**src/rtl/pc_fetch_stage.sv**
```systemverilog
// Fetch stage behind the hazard PC-select mux.
// Owns the fetch PC, the instruction-memory request/ready handshake and the IF/ID register.
// A word that returns during a stall is parked in hold_q.
// A request still outstanding at a redirect is drained before the new address is issued.
module pc_fetch_stage #(
    parameter int                ADDR_W    = 32,
    parameter logic [ADDR_W-1:0] RESET_PC  = '0,
    parameter int                PC_INC    = 4,
    parameter logic [31:0]       NOP_INSTR = 32'h0000_0000
) (
    input  logic              clk,
    input  logic              reset_n,
    input  logic [ADDR_W-1:0] pc_next_i,
    input  logic              stall_i,
    input  logic              flush_i,
    output logic              imem_req_o,
    output logic [ADDR_W-1:0] imem_addr_o,
    input  logic              imem_ready_i,
    input  logic [31:0]       imem_rdata_i,
    output logic [ADDR_W-1:0] pc_o,
    output logic [ADDR_W-1:0] pc_plus4_o,
    output logic [ADDR_W-1:0] ifid_pc_o,
    output logic [31:0]       ifid_instr_o,
    output logic              ifid_valid_o,
    output logic              fetch_busy_o
);

    typedef enum logic [1:0] {
        IDLE  = 2'd0,
        FETCH = 2'd1,
        HOLD  = 2'd2,
        DRAIN = 2'd3
    } state_t;

    state_t            state_q, state_d;
    logic [ADDR_W-1:0] pc_q, pc_d;
    logic [ADDR_W-1:0] ifid_pc_q, ifid_pc_d;
    logic [31:0]       ifid_instr_q, ifid_instr_d;
    logic              ifid_valid_q, ifid_valid_d;
    logic [31:0]       hold_q, hold_d;
    logic [ADDR_W-1:0] drain_addr_q, drain_addr_d;

    // Next-state decode; flush outranks stall in every state and always redirects to pc_next_i.
    always_comb begin
        state_d      = state_q;
        pc_d         = pc_q;
        ifid_pc_d    = ifid_pc_q;
        ifid_instr_d = ifid_instr_q;
        ifid_valid_d = ifid_valid_q;
        hold_d       = hold_q;
        drain_addr_d = drain_addr_q;

        if (flush_i) begin
            pc_d         = pc_next_i;
            ifid_pc_d    = pc_next_i;
            ifid_instr_d = NOP_INSTR;
            ifid_valid_d = 1'b0;
        end

        case (state_q)
            IDLE: begin
                state_d = FETCH;
            end
            FETCH: begin
                if (flush_i) begin
                    // An unanswered request must still complete; remember its address.
                    if (!imem_ready_i) begin
                        drain_addr_d = pc_q;
                        state_d      = DRAIN;
                    end
                end else if (imem_ready_i) begin
                    if (!stall_i) begin
                        ifid_pc_d    = pc_q;
                        ifid_instr_d = imem_rdata_i;
                        ifid_valid_d = 1'b1;
                        pc_d         = pc_next_i;
                    end else begin
                        hold_d  = imem_rdata_i;
                        state_d = HOLD;
                    end
                end else if (!stall_i) begin
                    ifid_instr_d = NOP_INSTR;
                    ifid_valid_d = 1'b0;
                end
            end
            HOLD: begin
                if (flush_i) begin
                    state_d = FETCH;
                end else if (!stall_i) begin
                    ifid_pc_d    = pc_q;
                    ifid_instr_d = hold_q;
                    ifid_valid_d = 1'b1;
                    pc_d         = pc_next_i;
                    state_d      = FETCH;
                end
            end
            DRAIN: begin
                if (imem_ready_i) begin
                    state_d = FETCH;
                end
            end
            default: begin
                state_d = IDLE;
            end
        endcase
    end

    // Control state, fetch PC and IF/ID register; reset abandons any outstanding request.
    always_ff @(posedge clk or negedge reset_n) begin
        if (!reset_n) begin
            state_q      <= IDLE;
            pc_q         <= RESET_PC;
            ifid_pc_q    <= RESET_PC;
            ifid_instr_q <= NOP_INSTR;
            ifid_valid_q <= 1'b0;
        end else begin
            state_q      <= state_d;
            pc_q         <= pc_d;
            ifid_pc_q    <= ifid_pc_d;
            ifid_instr_q <= ifid_instr_d;
            ifid_valid_q <= ifid_valid_d;
        end
    end

    // Stall buffer and drain address are only read in the states that load them, so no reset.
    always_ff @(posedge clk) begin
        hold_q       <= hold_d;
        drain_addr_q <= drain_addr_d;
    end

    // Outputs are decoded from registered state; only fetch_busy_o also looks at ready.
    always_comb begin
        imem_req_o   = (state_q == FETCH) || (state_q == DRAIN);
        imem_addr_o  = (state_q == DRAIN) ? drain_addr_q : pc_q;
        fetch_busy_o = (state_q == IDLE) || (state_q == DRAIN) ||
                       ((state_q == FETCH) && !imem_ready_i);
        pc_o         = pc_q;
        pc_plus4_o   = pc_q + ADDR_W'(PC_INC);
        ifid_pc_o    = ifid_pc_q;
        ifid_instr_o = ifid_instr_q;
        ifid_valid_o = ifid_valid_q;
    end

endmodule

```
**config.mk**
```make
export PLATFORM = sky130hd
export DESIGN_NAME = pc_fetch_stage
export DESIGN_NICKNAME = d
export VERILOG_FILES = /design/src/rtl/pc_fetch_stage.sv
export SDC_FILE = /design/constraint.sdc
export NUM_CORES = 1
export LEC_CHECK = 0
export CORE_MARGIN = 2
export CORE_UTILIZATION = 50
export CTS_CLUSTER_SIZE = 8
export DETAILED_ROUTE_END_ITERATION = 6
export DONT_BUFFER_PORTS = 1
export PLACE_DENSITY = 0.68
export SLEW_MARGIN = 10
export SYNTH_ARGS = -nofsm -noshare
export SYNTH_HDL_FRONTEND = slang
export SYNTH_SLANG_ARGS = --single-unit
```
**constraint.sdc**
```tcl
create_clock -name clk -period 1.9 [get_ports clk]
set_input_delay 0.285 -clock clk [delete_from_list [all_inputs] [get_ports clk]]
set_output_delay 0.285 -clock clk [all_outputs]
set_load 0.02 [all_outputs]
```
==> results of run 1 <==
-- final cells by class --
class	instances	area [sq um]
sequential	163	4410
multi-input combinational	399	3970
fill	857	3360
timing repair buffer	212	2460
clock buffer	19	443
tap	188	235
clock inverter	13	184
inverter	7	31.3
-- metal layers --
layer | track usage | wire length [microns] | up-vias
met3 | 0.105 | 2690 | 113
met2 | 0.500 | 14400 | 451
met5 | 0 | 0 | -
met1 | 0.380 | 10800 | 3448
li1 | - | - | 2775
met4 | 0.121 | 1380 | 0
-- what timing repair did --
item	in CTS	in global routing
setup buffers	32	25
endpoints found under the hold margin	195	99
pin swaps	53	111
endpoints found under the setup margin	128	151
gates cloned	13	13
resized for setup	112	205
-- where the power goes --
group	total (mW)	switching [mW]	internal (mW)
registers	6.06	1.38	4.68
logic	11.9	6.52	5.42
clock network	3.69	1.46	2.23
-- cell usage in the layout, fill, tap and decap left out, drive strengths merged, types with 3 or more instances in the layout --
cell / synthesis / layout
dlygate4sd3: 0 / 63
clkinv: 0 / 4
and2: 3 / 3
nor2b: 3 / 3
a21o: 3 / 3
and3: 5 / 5
clkinvlp: 0 / 5
or2: 3 / 3
xor2: 3 / 3
a22o: 67 / 67
nand4: 9 / 9
bufinv: 0 / 4
dfrtp: 99 / 99
nor3: 4 / 4
edfxtp: 64 / 64
inv: 7 / 7
nor2: 12 / 12
nand2: 40 / 40
o22ai: 32 / 32
clkbuf: 24 / 28
ha: 4 / 4
mux2i: 30 / 30
buf: 37 / 140
o21ai: 35 / 35
xnor2: 25 / 25
a22oi: 64 / 64
mux2: 29 / 29
nand3: 16 / 16
-- stage by stage --
stage | setup TNS (ns) | std cells | power [mW] | util
global route | -24.96 | 1001 | 22.3 | 0.777
finish | -18.25 | 1001 | 21.7 | 0.777
detailed placement | -1.37 | 836 | 13.3 | 0.558
global placement | -0.136 | 836 | 13.1 | 0.558
floorplan | -0.00306 | 630 | 10.8 | -
CTS | -15.43 | 975 | 19.6 | 0.706
-- state kept, by name (all words and copies together), names as in the netlist --
signal        cells
drain_addr_q     32
hold_q           32
ifid_instr_o     32
ifid_pc_o        32
pc_o             32
state_q           2
ifid_valid_o      1
-- cell families (layout without fill, tap and decap cells) --
| logic type | count (synthesis) | count (layout) | synth area share |
|---|---|---|---|
| xor+xnor | 28 | 28 | 0.0319 |
| fa+ha+maj | 4 | 4 | 0.00652 |
| buf+inv | 68 | 251 | 0.0430 |
| mux | 59 | 59 | 0.0817 |
| flops | 163 | 163 | 0.573 |
| compound gates | 208 | 208 | 0.199 |
| simple gates | 100 | 100 | 0.0652 |
-- path summary, 6_finish.rpt --
path	depth (start not counted)	start	end
min in group clk	1	pc_next_i[13]	pc_o[13]
min	0	reset_n	ifid_instr_o[24]
max reg2reg	10	state_q[0]	pc_o[0]
min reg2reg	2	pc_o[7]	ifid_pc_o[7]
max in group asynchronous	0	reset_n	ifid_instr_o[19]
max	5	pc_o[12]	pc_plus4_o[31]
==> run summary, run 1 <==
outcome: finished with violations
failing checks: hold timing, setup timing
initial DRC count: 615
R2R Setup Slk: -0.15 ns
Mapped Area: 7680 sq um
area of the die: 16,400 sq um
crit start category: flop
site row count: 45
Avg Cell Area, Syn: 12.2 sq um
setup violators final: 147
via count: 6,787
routed vias/inst: 6.78
crit path cell chain: nand4_1, nor3_4, buf_6, nand4_1, xnor2_2
number of remaining DRC errors: 0
Total Nets Final: 873
worst path required time: 1.62 ns
final cycle utilization of the critical path: 1.25
Synth area leaders: dfrtp_1 (32%), edfxtp_1 (25%), a22o_1 (7.6%)
Max VDD drop: 0.988 mV
leading area contributor after synthesis: dfrtp_1
vias in the first global route: 6,546
main flop type after synthesis: dfrtp_1
height of the die: 128 microns
Num CTS Buffers: 17
Final Hold Fails: 99
Antenna Violating Nets Remaining: 0
Initial DRT Pass Iterations: 5
data arrival time of the worst path: 2.09 ns
Pleak: 5.09 nW
critical path endpoint category: output port
number of synthesized register bits: 163
count leader, synth: dfrtp_1
# clock sinks: 163
max_cap viols: 0
Synth top area share: 0.323
Layout Skew: 0.00973 ns
ys async rst share: 0.607
fmax: 421 MHz
clk slew on worst S/H paths: 0.07 ns
worst-path maximum fanout: 7
TritonCTS clock tree: yes
DP Worst Slack: -0.0454 ns
Tot GR Track Use: 0.308
pin count of the biggest net entering global routing: 100
core area: 15,100 sq um
initial antenna violation count: 0
Post-synth top cells: dfrtp_1 (99), a22o_1 (67), a22oi_1 (64), edfxtp_1 (64), nand2_1 (40)
area grow syn2layout: 52.8%
Root Buffer: clkbuf_16
Yosys cell types: 41
layout cells sized above 1: 0.438
sequential-to-total area share from yosys stat: 0.573
Buffers on Ports: 0
power per cell area: 1850 nW/um^2
ANT cells: 0
final WL: 29,300 microns
fin area: 11,700 sq um
hold_ws: -0.455 ns
Syn Nets: 703
worst min-delay path class: input port to asynchronous set/reset pin
RSZ-0062 raised after global routing: yes
wire per inst: 29.2 microns
kind of critical path: flop to output port
Synth Warn #: 0
HPWL after detailed placement: 13,700 microns
Post-synth EDFFs: 64
crit path max-delay cell type: xnor2_2
Slew Limit Fails: 0
cell family with most CP delay: simple AND/OR/NAND/NOR gates
crit path buf inv count: 1
CTS H-Tree Depth: 4
GRT overflow: 0
Final min period: 2.37 ns
pin slew with the least headroom to its limit: 0.564 ns
first-pass GRT wire length: 38,000 microns
Placer Congestion: 0.836
hold buffer count at cts: 64
worst setup margin: -0.474 ns
Max clock buf depth: 2
Placed Area: 8420 sq um
Critical Path Max Stage Delay: 0.41 ns
Die X: 128 microns
Most Frequent Cell on Critical Path: nand4_1
I/O pins: 232
Skew-Pair Late Insertion Delay: 0.43 ns
Post-Syn Instances: 630
Starting Density: 0.509
Worst slew margin: 0.624
Note: power is estimated with default switching activity, not from simulation.
==> run 2: changes to the inputs <==
--- a/config.mk
+++ b/config.mk
@@ -7,9 +7,11 @@
 export LEC_CHECK = 0
 export CORE_MARGIN = 2
 export CORE_UTILIZATION = 50
+export CTS_BUF_LIST = sky130_fd_sc_hd__clkbuf_2
 export CTS_CLUSTER_SIZE = 8
 export DETAILED_ROUTE_END_ITERATION = 6
 export DONT_BUFFER_PORTS = 1
+export GPL_TIMING_DRIVEN = 1
 export PLACE_DENSITY = 0.68
 export SLEW_MARGIN = 10
 export SYNTH_ARGS = -nofsm -noshare
==> run 2 against run 1 <==
  * The flow still finishes with violations (hold timing, setup timing)
  * Worst setup slack got worse by 0.32 ns
  * Sequential power barely moved
  * Core utilization decreased by 3.8 points
  * Worst hold slack got worse by 0.38 ns
  * Non-clock buffer count shrank 7
  * Sequential share of layout area rose by 1.9 points
  * Critical path type unchanged
  * Critical endpoint unchanged
  * Largest cell class unchanged
==> run summary, run 2 (synthesis gave the netlist of run 1 again) <==
R2R Setup Slk: -0.44 ns (was -0.15 ns)
worst setup margin: -0.794 ns (was -0.474 ns)
Final Core Density: 0.739 (was 0.777)
crit start category: flop (unchanged)
Critical Path Max Stage Delay: 0.45 ns (was 0.41 ns)
Max clock buf depth: 2 (unchanged)
failing checks: hold timing, setup timing (unchanged)
non-filler cells, final: 997 (was 1,001)
TritonCTS clock tree: yes (unchanged)
Max VDD drop: 0.852 mV (was 0.988 mV)
data arrival time of the worst path: 2.41 ns (was 2.09 ns)
final WL: 27,300 microns (was 29,300 microns)
Total Nets Final: 867 (was 873)
Pleak: 4.56 nW (was 5.09 nW)
placed cell count: 836 (unchanged)
Skew-Pair Late Insertion Delay: 0.77 ns (was 0.43 ns)
routed vias/inst: 6.69 (was 6.78)
Most Frequent Cell on Critical Path: nand4_1 (unchanged)
final cycle utilization of the critical path: 1.42 (was 1.25)
met2 usage: 0.511 (was 0.500)
hold buffer count at cts: 69 (was 64)
setup violators final: 140 (was 147)
layout cells sized above 1: 0.399 (was 0.438)
hold_ws: -0.835 ns (was -0.455 ns)
met1 usage: 0.408 (was 0.380)
Tot GR Track Use: 0.318 (was 0.308)
site row count: 45 (unchanged)
area grow syn2layout: 45.3% (was 52.8%)
worst-path maximum fanout: 12 (was 7)
RR Startpoint: state_q[0] (unchanged)
Worst R2R End: pc_o[24] (was pc_o[0])
wire per inst: 27.4 microns (was 29.2 microns)
critical path endpoint category: output port (unchanged)
area of the die: 16,400 sq um (unchanged)
Slew Limit Fails: 0 (unchanged)
Num CTS Buffers: 17 (unchanged)
core area: 15,100 sq um (unchanged)
initial antenna violation count: 2 (was 0)
Final Hold Fails: 99 (unchanged)
clk slew on worst S/H paths: 0.27 ns (was 0.07 ns)
fillers: 953 (was 857)
GRT overflow: 0 (unchanged)
via count: 6,671 (was 6,787)
most frequent cells in the layout: dfrtp_1 (92), a22o_1 (67), dlygate4sd3_1 (67), edfxtp_1 (64), buf_4 (62) (was dfrtp_1 (93), buf_4 (68), a22o_1 (67), edfxtp_1 (64), dlygate4sd3_1 (63))
first-pass GRT wire length: 39,300 microns (was 38,000 microns)
power per cell area: 1790 nW/um^2 (was 1850 nW/um^2)
worst path required time: 1.62 ns (about the same)
initial DRC count: 744 (was 615)
Starting Density: 0.509 (unchanged)
Buffers on Ports: 0 (unchanged)
Worst slew margin: 0.632 (was 0.624)
Layout Skew: 0.0447 ns (was 0.00973 ns)
I/O pins: 232 (unchanged)
Root Buffer: clkbuf_2 (was clkbuf_16)
Final min period: 2.69 ns (was 2.37 ns)
busiest grt layer: met2 (unchanged)
total negative slack: -55.72 ns (was -18.25 ns)
Initial DRT Pass Iterations: 5 (unchanged)
met3 usage: 0.0947 (was 0.105)
Die X: 128 microns (unchanged)
pin slew with the least headroom to its limit: 0.551 ns (was 0.564 ns)
Placer Congestion: 0.836 (unchanged)
outcome: finished with violations (unchanged)
number of remaining DRC errors: 0 (unchanged)
HPWL after detailed placement: 13,700 microns (unchanged)
worst min-delay path class: input port to asynchronous set/reset pin (unchanged)
Antenna Violating Nets Remaining: 0 (unchanged)
RSZ-0062 raised after global routing: yes (unchanged)
height of the die: 128 microns (unchanged)
R2R depth: 10 (unchanged)
vias in the first global route: 6,636 (was 6,546)
commonest non-fill, non-tap cell in the layout: dfrtp_1 (unchanged)
# clock sinks: 163 (unchanged)
pin count of the biggest net entering global routing: 100 (unchanged)
crit path max-delay cell type: dfrtp_2 (was xnor2_2)
CTS H-Tree Depth: 4 (unchanged)
max_cap viols: 0 (unchanged)
crit path cell chain: nand4_1, nor3_2, buf_6, nand4_1, xnor2_2 (was nand4_1, nor3_4, buf_6, nand4_1, xnor2_2)
fmax: 371 MHz (was 421 MHz)
kind of critical path: flop to output port (unchanged)
==> run 2: cell count changes in the layout (fill, tap and decap cells not counted), sizes merged <==
cell | before | now
buf | 140 | 135
clkinv | 4 | 6
and2 | 3 | 4
clkbuf | 28 | 21
diode | 0 | 2
inv | 7 | 6
dlygate4sd3 | 63 | 67
==> run 2: area by class of cell <==
cell class | instances | area (sq um) | share of cell area
clock buffers | 18 | 90.1 | 0.00807
diodes | 2 | 5.00 | 0.000449
inverters | 7 | 38.8 | 0.00348
repair buffers | 205 | 2370 | 0.212
flip-flops and latches | 163 | 4410 | 0.395
clock inverters | 14 | 188 | 0.0168
well taps | 188 | 235 | 0.0211
multi-input cells | 400 | 3820 | 0.343
==> run 2: worst max-delay path by stage <==
stage	start	end	slack [ns]	depth (start not counted)
2_1_floorplan	pc_o[19]	pc_plus4_o[31]	-0.003	5
3_3_place_gp	state_q[1]	hold_q[6]	-0.007	4
3_5_place_dp	state_q[1]	hold_q[4]	-0.05	4
4_1_cts	pc_o[3]	pc_plus4_o[18]	-0.78	7
5_1_grt	pc_o[13]	pc_plus4_o[31]	-0.96	5
6_report	pc_o[12]	pc_plus4_o[31]	-0.79	5
==> run 2: metal layers <==
| metal | up-vias | part of all wire |
|---|---|---|
| li1 | 2774 | - |
| met5 | - | 0 |
| met2 | 447 | 0.51 |
| met3 | 58 | 0.10 |
| met1 | 3392 | 0.36 |
| met4 | 0 | 0.027 |
==> run 2: metrics by stage <==
stage,area (sq um),power (mW),setup WS (ns)
6_report,11200,19.9,-0.794
5_1_grt,11200,20.6,-0.956
4_1_cts,10700,18.9,-0.777
3_5_place_dp,8420,13.3,-0.0454
3_3_place_gp,8420,13.1,-0.00687
2_1_floorplan,7780,10.8,-0.00306
==> run 2: worst max-delay path: cells and delay by family (launching register included) <==
kind                      cells  cell delay (ns)
DFF                           1             0.45
xor gates and xnor gates      1             0.39
buffers and inverters         1             0.20
and+or+nand+nor               3             0.61
==> run 2: report_power, final <==
part,switching (mW),internal [mW]
logic,6.27,5.47
clock network,1.28,0.858
registers,1.37,4.67
==> run 2: repair_timing <==
action                                 CTS  global route
setup endpoints to repair              153           167
endpoints found under the hold margin  251            99
setup buffers                           29            26
pin swaps                               62            92
gates resized for setup                170           118
gates cloned                            19             4
